===== src/rtl/dmem_fill_pkg.sv =====
// Shared sizing constants and state encoding for the data-cache line-fill unit.
package dmem_fill_pkg;

   localparam int DMEM_LINE       = 256;
   localparam int DMEM_BLK_LEN    = 59;
   localparam int DMEM_BUS_BEAT_W = 64;

   typedef enum logic [1:0] {
      DMEM_FILL_S_IDLE = 2'd0,
      DMEM_FILL_S_REQ  = 2'd1,
      DMEM_FILL_S_DATA = 2'd2,
      DMEM_FILL_S_DONE = 2'd3
   } fill_state_t;

endpackage


===== src/rtl/dmem_line_buf.sv =====
// Beat counter and line assembly buffer; beats land in incrementing slots.
module dmem_line_buf
   import dmem_fill_pkg::*;
#(
   parameter int LINE_W = DMEM_LINE,
   parameter int BEAT_W = DMEM_BUS_BEAT_W,
   parameter int CNT_W  = 2
) (
   input  logic              clk,
   input  logic              rst_n,
   input  logic              clr,
   input  logic              wr,
   input  logic [BEAT_W-1:0] data,
   output logic [CNT_W-1:0]  count,
   output logic              last,
   output logic [LINE_W-1:0] line
);

   localparam int BEATS = LINE_W / BEAT_W;

   assign last = (count == CNT_W'(BEATS - 1));

   // The line is never cleared by clr, so the last full line stays visible until a new beat lands.
   always_ff @(posedge clk) begin
      if (!rst_n) begin
         count <= '0;
         line  <= '0;
      end else if (clr) begin
         count <= '0;
      end else if (wr) begin
         line[count*BEAT_W +: BEAT_W] <= data;
         count                        <= count + CNT_W'(1);
      end
   end

endmodule


===== src/rtl/dmem_fill.sv =====
// Line-fill unit: one burst read per cache line request, with snoop forwarding
// and refetch when a snoop hits the line being fetched.
module dmem_fill
   import dmem_fill_pkg::*;
#(
   parameter int LINE_W = DMEM_LINE,
   parameter int BLK_W  = DMEM_BLK_LEN,
   parameter int BEAT_W = DMEM_BUS_BEAT_W
) (
   input  logic              clk,
   input  logic              rst_n,
   input  logic [BLK_W-1:0]  b_addr_d,
   input  logic              b_rd_d,
   output logic [LINE_W-1:0] b_rdata_d,
   output logic              b_dv_d,
   output logic [BLK_W-1:0]  b_inv_addr_d,
   output logic              inv,
   output logic [63:0]       m_addr,
   output logic              m_req,
   input  logic              m_ack,
   input  logic              m_rvalid,
   input  logic [BEAT_W-1:0] m_rdata,
   input  logic              m_rlast,
   input  logic              s_inv,
   input  logic [BLK_W-1:0]  s_inv_addr,
   output logic              err
);

   localparam int BEATS = LINE_W / BEAT_W;
   localparam int OFF   = $clog2(LINE_W / 8);
   localparam int CNT_W = (BEATS > 1) ? $clog2(BEATS) : 1;

   fill_state_t      state;
   logic [BLK_W-1:0] blk;
   logic             stale;
   logic             snoop_hit;
   logic             buf_clr;
   logic             buf_wr;
   logic [CNT_W-1:0] count;
   logic             last;

   assign m_addr    = 64'({blk, {OFF{1'b0}}});
   assign snoop_hit = s_inv && (s_inv_addr == blk) &&
                      (state == DMEM_FILL_S_REQ || state == DMEM_FILL_S_DATA);
   assign buf_clr   = (state == DMEM_FILL_S_REQ) && m_ack;
   assign buf_wr    = (state == DMEM_FILL_S_DATA) && m_rvalid;

   dmem_line_buf #(
      .LINE_W (LINE_W),
      .BEAT_W (BEAT_W),
      .CNT_W  (CNT_W)
   ) u_line_buf (
      .clk   (clk),
      .rst_n (rst_n),
      .clr   (buf_clr),
      .wr    (buf_wr),
      .data  (m_rdata),
      .count (count),
      .last  (last),
      .line  (b_rdata_d)
   );

   always_ff @(posedge clk) begin
      if (!rst_n) begin
         state        <= DMEM_FILL_S_IDLE;
         blk          <= '0;
         stale        <= 1'b0;
         err          <= 1'b0;
         m_req        <= 1'b0;
         b_dv_d       <= 1'b0;
         inv          <= 1'b0;
         b_inv_addr_d <= '0;
      end else begin
         inv          <= s_inv;
         b_inv_addr_d <= s_inv_addr;
         b_dv_d       <= 1'b0;
         if (snoop_hit)
            stale <= 1'b1;
         case (state)
            DMEM_FILL_S_IDLE: begin
               if (m_rvalid)
                  err <= 1'b1;
               if (b_rd_d) begin
                  blk   <= b_addr_d;
                  m_req <= 1'b1;
                  state <= DMEM_FILL_S_REQ;
               end
            end
            DMEM_FILL_S_REQ: begin
               if (m_ack) begin
                  m_req <= 1'b0;
                  state <= DMEM_FILL_S_DATA;
               end
            end
            DMEM_FILL_S_DATA: begin
               if (m_rvalid) begin
                  // The counter, not m_rlast, ends the burst; a misplaced rlast is only flagged.
                  if (m_rlast != (count == CNT_W'(BEATS - 1)))
                     err <= 1'b1;
                  if (last) begin
                     if (stale || snoop_hit) begin
                        stale <= 1'b0;
                        m_req <= 1'b1;
                        state <= DMEM_FILL_S_REQ;
                     end else begin
                        b_dv_d <= 1'b1;
                        state  <= DMEM_FILL_S_DONE;
                     end
                  end
               end
            end
            DMEM_FILL_S_DONE: begin
               state <= DMEM_FILL_S_IDLE;
            end
            default: state <= DMEM_FILL_S_IDLE;
         endcase
      end
   end

endmodule


===== config.mk =====
export PLATFORM = sky130hd
export DESIGN_NAME = dmem_fill
export DESIGN_NICKNAME = d
export VERILOG_FILES = /design/src/rtl/dmem_fill_pkg.sv /design/src/rtl/dmem_line_buf.sv /design/src/rtl/dmem_fill.sv
export SDC_FILE = /design/constraint.sdc
export NUM_CORES = 1
export LEC_CHECK = 0
export BUFFER_PORTS_ARGS = -buffer_cell sky130_fd_sc_hd__buf_2
export CAP_MARGIN = 15
export CORE_AREA = 5 5 216 218
export CTS_BUF_LIST = sky130_fd_sc_hd__clkbuf_8 sky130_fd_sc_hd__clkbuf_16
export CTS_CLUSTER_DIAMETER = 40
export DETAILED_ROUTE_END_ITERATION = 8
export DIE_AREA = 0 0 221 223
export SETUP_SLACK_MARGIN = 0.2
export SKIP_CTS_REPAIR_TIMING = 1
export SYNTH_ARGS = -nofsm -noshare
export SYNTH_HDL_FRONTEND = slang
export SYNTH_HIERARCHICAL = 1
export SYNTH_SLANG_ARGS = --single-unit
export TNS_END_PERCENT = 30

===== constraint.sdc =====
create_clock -name clk -period 4.5 [get_ports clk]
set_input_delay 0.45 -clock clk [delete_from_list [all_inputs] [get_ports clk]]
set_output_delay 0.45 -clock clk [all_outputs]
set_load 0.03 [all_outputs]

# [Yosys cells after proc, flatten, opt, wreduce, memory -nomap -nowiden]
# Index checks and enable logic that the tools add are counted.
[op_classes] addsub=2 multipliers=0 n_div=0 order_cmp=0 eq_ne=13 shift=2 n_mux=23 bitwise=2 n_reduce_logical=16
[op_table] cell="256-bit bitwise mux" count=1
[op_table] cell="64-bit by 34-bit variable shift with 256-bit output (first input constant)" count=1
[op_table] cell="64-bit by 34-bit indexed part select with 256-bit output" count=1
[op_table] cell="59-bit equality test" count=1
[op_table] cell="8-bit negation with 34-bit output" count=1
[op_table] cell="1-bit 2-to-1 mux" count=14
[op_table] cell="4-bit AND reduction" count=3
[op_table] cell="2-bit 2-to-1 mux" count=5
[op_table] cell="2-bit != test (second input constant)" count=5
[op_table] cell="2-bit one-hot mux with 4 select lines" count=1
[op_table] cell="2-bit equality test (second input constant)" count=3
[op_table] cell="6-bit AND reduction" count=1
[op_table] cell="1-bit logical AND" count=4
[op_table] cell="2-bit by 1-bit != test with 1-bit output (second input constant)" count=2
[op_table] cell="2-bit AND reduction" count=2
[op_table] cell="1-bit one-hot mux with 3 select lines" count=1
[op_table] cell="3-bit nonzero test" count=1
[op_table] cell="2-bit by 1-bit adder with 2-bit output (second input constant)" count=1
[op_table] cell="2-bit by 1-bit equality test with 1-bit output (second input constant)" count=1
[op_table] cell="2-bit logical NOT" count=1
[op_table] cell="1-bit logical OR" count=2
[op_table] cell="1-bit inverter" count=2
[op_table] cell="1-bit one-hot mux with 2 select lines" count=1
[op_table] cell="2-bit nonzero test" count=1
[op_table] cell="2 further kinds" count=2
[totals] regBits=383 latchBits=0 ramBits=0 mem_bits_ro=0 inputBits=189 out_inout_bits=383 word_cells=68 mem_count=0

# [Depth between registers and ports, before layout]
[logic_depth] depth_word=8 mapped_depth=8

# [By module]
# The synthesis kept the hierarchy.
[modules_own_cells] module="dmem_line_buf" instances=1 cells_per_inst=746 area_each_um2=8419.3 seq_area_each_um2=5165.0
[modules_own_cells] module="dmem_fill" instances=1 cells_per_inst=535 area_each_um2=4758.3 seq_area_each_um2=2502.4

# [Worst setup path after synthesis]
# OpenSTA, ideal clock, no wires.
[synth_timing] path_kind="register to register" startpoint="register state[0]" endpoint="register m_req" setup_ns=0.119 arrival_time_ns=2.018 path_slack_ns=2.363 stages_incl_launch_ff=9 path_buffers=0 cell_sequence="dfxtp_1 -> inv_1 -> ha_1 -> nand3_1 -> or4_1 -> or3_4 -> o21ai_2 -> nand3b_1 -> mux2i_1"
[synth_via] elab_chain_cells=6 word_cells_on_any_way=14 classes_between="7 x eq/ne; 1 x mux; 6 x reduce/logical"
[synth_rtl] item="start, declared" line_no="dmem_fill.sv:33" text="fill_state_t state;"
[synth_rtl] item="start signal, assigned" line_no="dmem_fill.sv:65" text="state <= DMEM_FILL_S_IDLE;"
[synth_rtl] item="start signal, assigned" line_no="dmem_fill.sv:86" text="state <= DMEM_FILL_S_REQ;"
[synth_rtl] item="start signal, assigned" line_no="dmem_fill.sv:92" text="state <= DMEM_FILL_S_DATA;"
[synth_rtl] item="2-bit by 1-bit equality test with 1-bit output or 2-bit equality test (tied branches)" line_no="dmem_fill.sv:44, dmem_fill.sv:79"
[synth_rtl] item="1-bit logical OR" line_no="dmem_fill.sv:44" text="(state == DMEM_FILL_S_REQ || state == DMEM_FILL_S_DATA);"
[synth_rtl] item="1-bit logical AND" line_no="dmem_fill.sv:43" text="assign snoop_hit = s_inv && (s_inv_addr == blk) &&"
[synth_rtl] item="1-bit logical OR" line_no="dmem_fill.sv:101" text="if (stale || snoop_hit) begin"
[synth_rtl] item="2-bit by 1-bit != test with 1-bit output (no source line)"
[synth_rtl] item="6-bit AND reduction (no source line)"
[synth_rtl] item="end signal, assigned" line_no="dmem_fill.sv:69" text="m_req <= 1'b0;"
[synth_rtl] item="end signal, assigned" line_no="dmem_fill.sv:91" text="m_req <= 1'b0;"
[synth_rtl] item="end signal, assigned" line_no="dmem_fill.sv:103" text="m_req <= 1'b1;"
[synth_rtl] item="end, declared" line_no="dmem_fill.sv:19" text="output logic m_req,"
# Parallel ways exist; a longest one is shown, timed or not.
# A chain may end at the register's enable or synchronous reset.

# [Worst setup path after layout]
[layout_timing] startpoint="register state[0]" endpoint="register u_line_buf.line[189]"
[layout_via] word_cells_on_any_way=6 classes_between="2 x eq/ne; 1 x bitwise; 3 x reduce/logical"
[layout_rtl] item="2-bit equality test" line_no="dmem_fill.sv:46" text="assign buf_wr = (state == DMEM_FILL_S_DATA) && m_rvalid;"
[layout_rtl] item="1-bit logical AND" line_no="dmem_fill.sv:46"
[layout_rtl] item="net buf_wr" line_no="dmem_fill.sv:38" text="logic buf_wr;"
[layout_rtl] item="2-bit AND reduction (no source line)"
[layout_rtl] item="end signal, assigned by index" line_no="dmem_line_buf.sv:31" text="line[count*BEAT_W +: BEAT_W] <= data;"
[layout_rtl] item="end, declared" line_no="dmem_line_buf.sv:16" text="output logic [LINE_W-1:0] line"
# The timed path passes the listed nets, and every way through them passes these cells.

==> impl_table.tex <==
\begin{tabular}{lr}
\hline
Metric & Value \\
\hline
\multicolumn{2}{l}{\textbf{Timing}} \\
\quad Total Negative Setup Slacks & 0 ns \\
\quad Minimum period implied by the final worst setup slack & 2.86 ns \\
\quad Final worst-path cycle share & 63.4\% \\
\quad Pins over their slew limit & 0 \\
\quad Final setup violation count & 0 \\
\quad Post-route clock skew & 0.0147 ns \\
\quad Worst relative slew slack & 32.5\% \\
\quad Worst-margin pin slew & 1.01 ns \\
\quad Unrepaired setup endpoints after global routing & false \\
\quad Final hold vios & 0 \\
\quad Worst hold margin & 0.0791 ns \\
\quad Fmax & 350 MHz \\
\multicolumn{2}{l}{\textbf{Power}} \\
\quad Power density of the placed cells & 514 nW/um\^{}2 \\
\quad Leakage & 8.64 nW \\
\quad Worst ir drop on vdd & 0.000307 V \\
\multicolumn{2}{l}{\textbf{Critical path}} \\
\quad Minimum setup slack among reg-to-reg paths & 1.64 ns \\
\quad Data required time at the worst endpoint & 5.03 ns \\
\quad Cell Chain, Critical Path & inv\_1, ha\_1, and2\_1, nor2b\_1, a21boi\_4, buf\_4, a22o\_1 \\
\quad Launch point of the worst reg-to-reg path & state[0] \\
\quad Critical path capture point type & flip-flop \\
\quad Delay contributed by the slowest stage of the critical path & 0.80 ns \\
\quad Data arrival, critical path & 3.38 ns \\
\quad Endpoint of the lowest-slack register-to-register path & u\_line\_buf/line[189] \\
\quad Startpoint class of the critical path & flip-flop \\
\quad Crit-path max FO & 33 \\
\quad Slowest cell on crit path & a21boi\_4 \\
\quad Worst Reg2Reg Path Length in Cells & 7 \\
\quad Kind of critical path & reg2reg \\
\multicolumn{2}{l}{\textbf{Floorplanning}} \\
\quad Row count & 78 \\
\quad Starting Density & 29.5\% \\
\quad DIE HEIGHT & 223 um \\
\quad Total core area & 44,700 um\^{}2 \\
\quad Num ports & 572 \\
\quad Die Area & 49,300 um\^{}2 \\
\quad Horizontal extent of the die & 221 um \\
\multicolumn{2}{l}{\textbf{Global routing}} \\
\quad Global-route wire length before repair & 75,000 um \\
\quad GRT Overall Usage & 19.3\% \\
\quad Global route overflow & 0 \\
\quad Pin count of the biggest net entering global routing & 106 \\
\quad Number of antenna violations at the first check in global routing & 5 \\
\quad Vias in the first global route & 12,100 \\
\multicolumn{2}{l}{\textbf{Placement}} \\
\quad Final RePlAce weighted congestion & 0.857 \\
\quad Detailed placer's ending HPWL & 37,200 um \\
\quad Count of input and output buffers & 566 \\
\multicolumn{2}{l}{\textbf{CTS}} \\
\quad Latest clock arrival within the worst-skew pair & 0.59 ns \\
\quad CTS Root Cell & clkbuf\_16 \\
\quad CTS tree & yes \\
\quad CTS H-tree depth & 2 \\
\quad Clock transition at the register clock pins on the worst setup and hold paths after CTS & 0.06 ns \\
\quad Maximum buffer depth of the clock tree & 3 \\
\quad Number of clock sinks & 383 \\
\quad Total clock buffers created by CTS & 58 \\
\multicolumn{2}{l}{\textbf{Worst hold path}} \\
\quad Class of the tightest hold or removal check & in2reg \\
\quad Cells on Worst Hold Path & 2 \\
\quad Start point of the worst hold path & s\_inv\_addr[18] \\
\quad Capture endpoint of the worst hold path & b\_inv\_addr\_d[18] \\
\multicolumn{2}{l}{\textbf{Logic synthesis}} \\
\quad Synth unique cells & 54 \\
\quad Most numerous cell in the Yosys netlist & dfxtp\_1 \\
\quad Sequential fraction of the synthesis area & 58.2\% \\
\quad Library cell occupying the most area in the post-synthesis netlist & dfxtp\_1 \\
\quad Top flip-flop cell by instance count after synthesis & dfxtp\_1 \\
\quad Mapped Area & 13,200 um\^{}2 \\
\quad Post-Synthesis Cells & 1,281 \\
\quad Post-synth EDFFs & 0 \\
\quad Cell types with the highest counts after synthesis & dfxtp\_1, nand2\_1, a22o\_1, clkbuf\_1, o22ai\_1 \\
\quad Syn\_area\_per\_cell & 10.3 um\^{}2 \\
\quad Asr flop ratio synth & 0\% \\
\quad Number of storage elements in the synthesis netlist & 383 \\
\quad Area share of the largest cell type after synthesis & 58.2\% \\
\quad Yosys warning total & 6 \\
\quad Top cells by area, synth & dfxtp\_1, a22o\_1, nand2\_1 \\
\multicolumn{2}{l}{\textbf{Routing}} \\
\quad Via count & 12,100 \\
\quad DRT Pass-1 Iters & 6 \\
\quad Detailed-route DRC error count & 0 \\
\quad Initial drt markers & 808 \\
\quad Routed wire length & 50,800 um \\
\quad Number of vias per cell after detailed routing & 4.92 \\
\quad Per-cell routed wire length & 20.6 um \\
\quad Number of nets with antenna violations after detailed routing & 0 \\
\multicolumn{2}{l}{\textbf{Layout}} \\
\quad Area Growth Syn to Fin & 39.1\% \\
\quad Total Nets Final & 2,019 \\
\quad Ratio of cells with drive above 1 in the final layout & 37.5\% \\
\multicolumn{2}{l}{\textbf{Flow run}} \\
\quad Max-cap viol count & 0 \\
\multicolumn{2}{l}{\textbf{Run status}} \\
\quad Status & finished, final reports clean \\
\hline
\end{tabular}
report_power, final:
group | leakage, nW | internal, mW | switching, mW
registers | 3.11 | 3.58 | 0.145
logic | 4.60 | 0.426 | 1.01
clock network | 0.934 | 2.54 | 1.73
total | 8.64 | 6.55 | 2.89
state kept, by name, summed over array words and instances, names as in the netlist:
| register | flops |
|---|---|
| u_line_buf/line | 256 |
| inv | 1 |
| err | 1 |
| blk | 59 |
| m_req | 1 |
| state | 2 |
| stale | 1 |
| b_dv_d | 1 |
| u_line_buf/count | 2 |
| b_inv_addr_d | 59 |
through the flow:
step | setup slack [ns] | instances | instance area [um^2] | utilization, % | power (mW)
2_1_floorplan | 2.36 | 1285 | 13200 | - | 4.66
3_3_place_gp | 1.66 | 2360 | 16400 | 36.8 | 5.22
3_5_place_dp | 1.66 | 2360 | 16400 | 36.8 | 5.24
4_1_cts | 1.63 | 2466 | 18300 | 41.0 | 9.53
5_1_grt | 1.52 | 2468 | 18300 | 41.0 | 9.79
6_report | 1.64 | 2468 | 18300 | 41.0 | 9.43
layer usage:
metal  GRT usage (%)  part of all wire, %  vias to the layer above
met2            31.5                   47                      603
met3            6.86                  9.5                      115
met5               0                0.016                        -
li1                -                    -                     5647
met1            22.6                   40                     5779
met4            9.16                  4.4                        2
worst max-delay path, delay by kind of cell (launching register included):
family | cells | cell delay (ns)
adder cells (fa/ha/maj) | 1 | 0.24
buffers and inverters | 2 | 0.60
AND/OR/NAND/NOR | 2 | 0.48
AO/OA/AOI/OAI | 2 | 1.03
flip-flops | 1 | 0.40
cell type report:
cell class / count / area [um^2]
inverters: 27 / 101
clock buffers: 62 / 1520
repair buffers: 580 / 2950
multi-input cells: 770 / 4980
flip-flops and latches: 383 / 7670
clock inverters: 44 / 364
well taps: 600 / 751
diodes: 2 / 5.00
fillers: 4502 / 26400
worst max path at each step:
stage,startpoint,endpoint,slack (ns),cells past startpoint
after detailed placement,s_inv_addr[35],m_req,1.66,8
after CTS,state[0],u_line_buf/line[189],1.63,7
after global placement,s_inv_addr[35],m_req,1.66,8
final,state[0],u_line_buf/line[189],1.64,7
after floorplan,state[0],m_req,2.36,8
after global routing,state[0],u_line_buf/line[137],1.52,7
cell families (layout without fill, tap and decap cells):
kind of cell / after synthesis / count (layout) / synth area share (%)
buf+inv: 132 / 713 / 4.42
fa+ha+maj: 10 / 10 / 0.949
xor+xnor: 39 / 39 / 2.59
mux: 3 / 3 / 0.228
compound gates: 342 / 342 / 20.3
flops: 383 / 383 / 58.2
simple gates: 371 / 371 / 13.3
other cells: 1 / 7 / 0.0285
cells in the final DEF (no fill, tap or decap), types with 5 or more instances in the layout:
master / synthesis / layout
clkbuf_16: 0 / 59
a21oi_1: 61 / 61
clkinv_4: 0 / 5
a32o_1: 64 / 64
clkinv_2: 0 / 9
buf_4: 5 / 14
nand2_1: 255 / 253
inv_1: 24 / 29
xnor2_1: 20 / 20
o22ai_1: 70 / 70
inv_6: 0 / 11
nor2b_1: 13 / 13
conb_1: 1 / 5
clkinvlp_4: 0 / 7
buf_2: 6 / 565
and2_1: 61 / 60
xor2_1: 19 / 19
nor2_1: 6 / 6
ha_1: 10 / 10
a22o_1: 128 / 128
nor4_1: 7 / 7
dfxtp_1: 383 / 383
No activity file was read; power rests on OpenSTA's default activity.
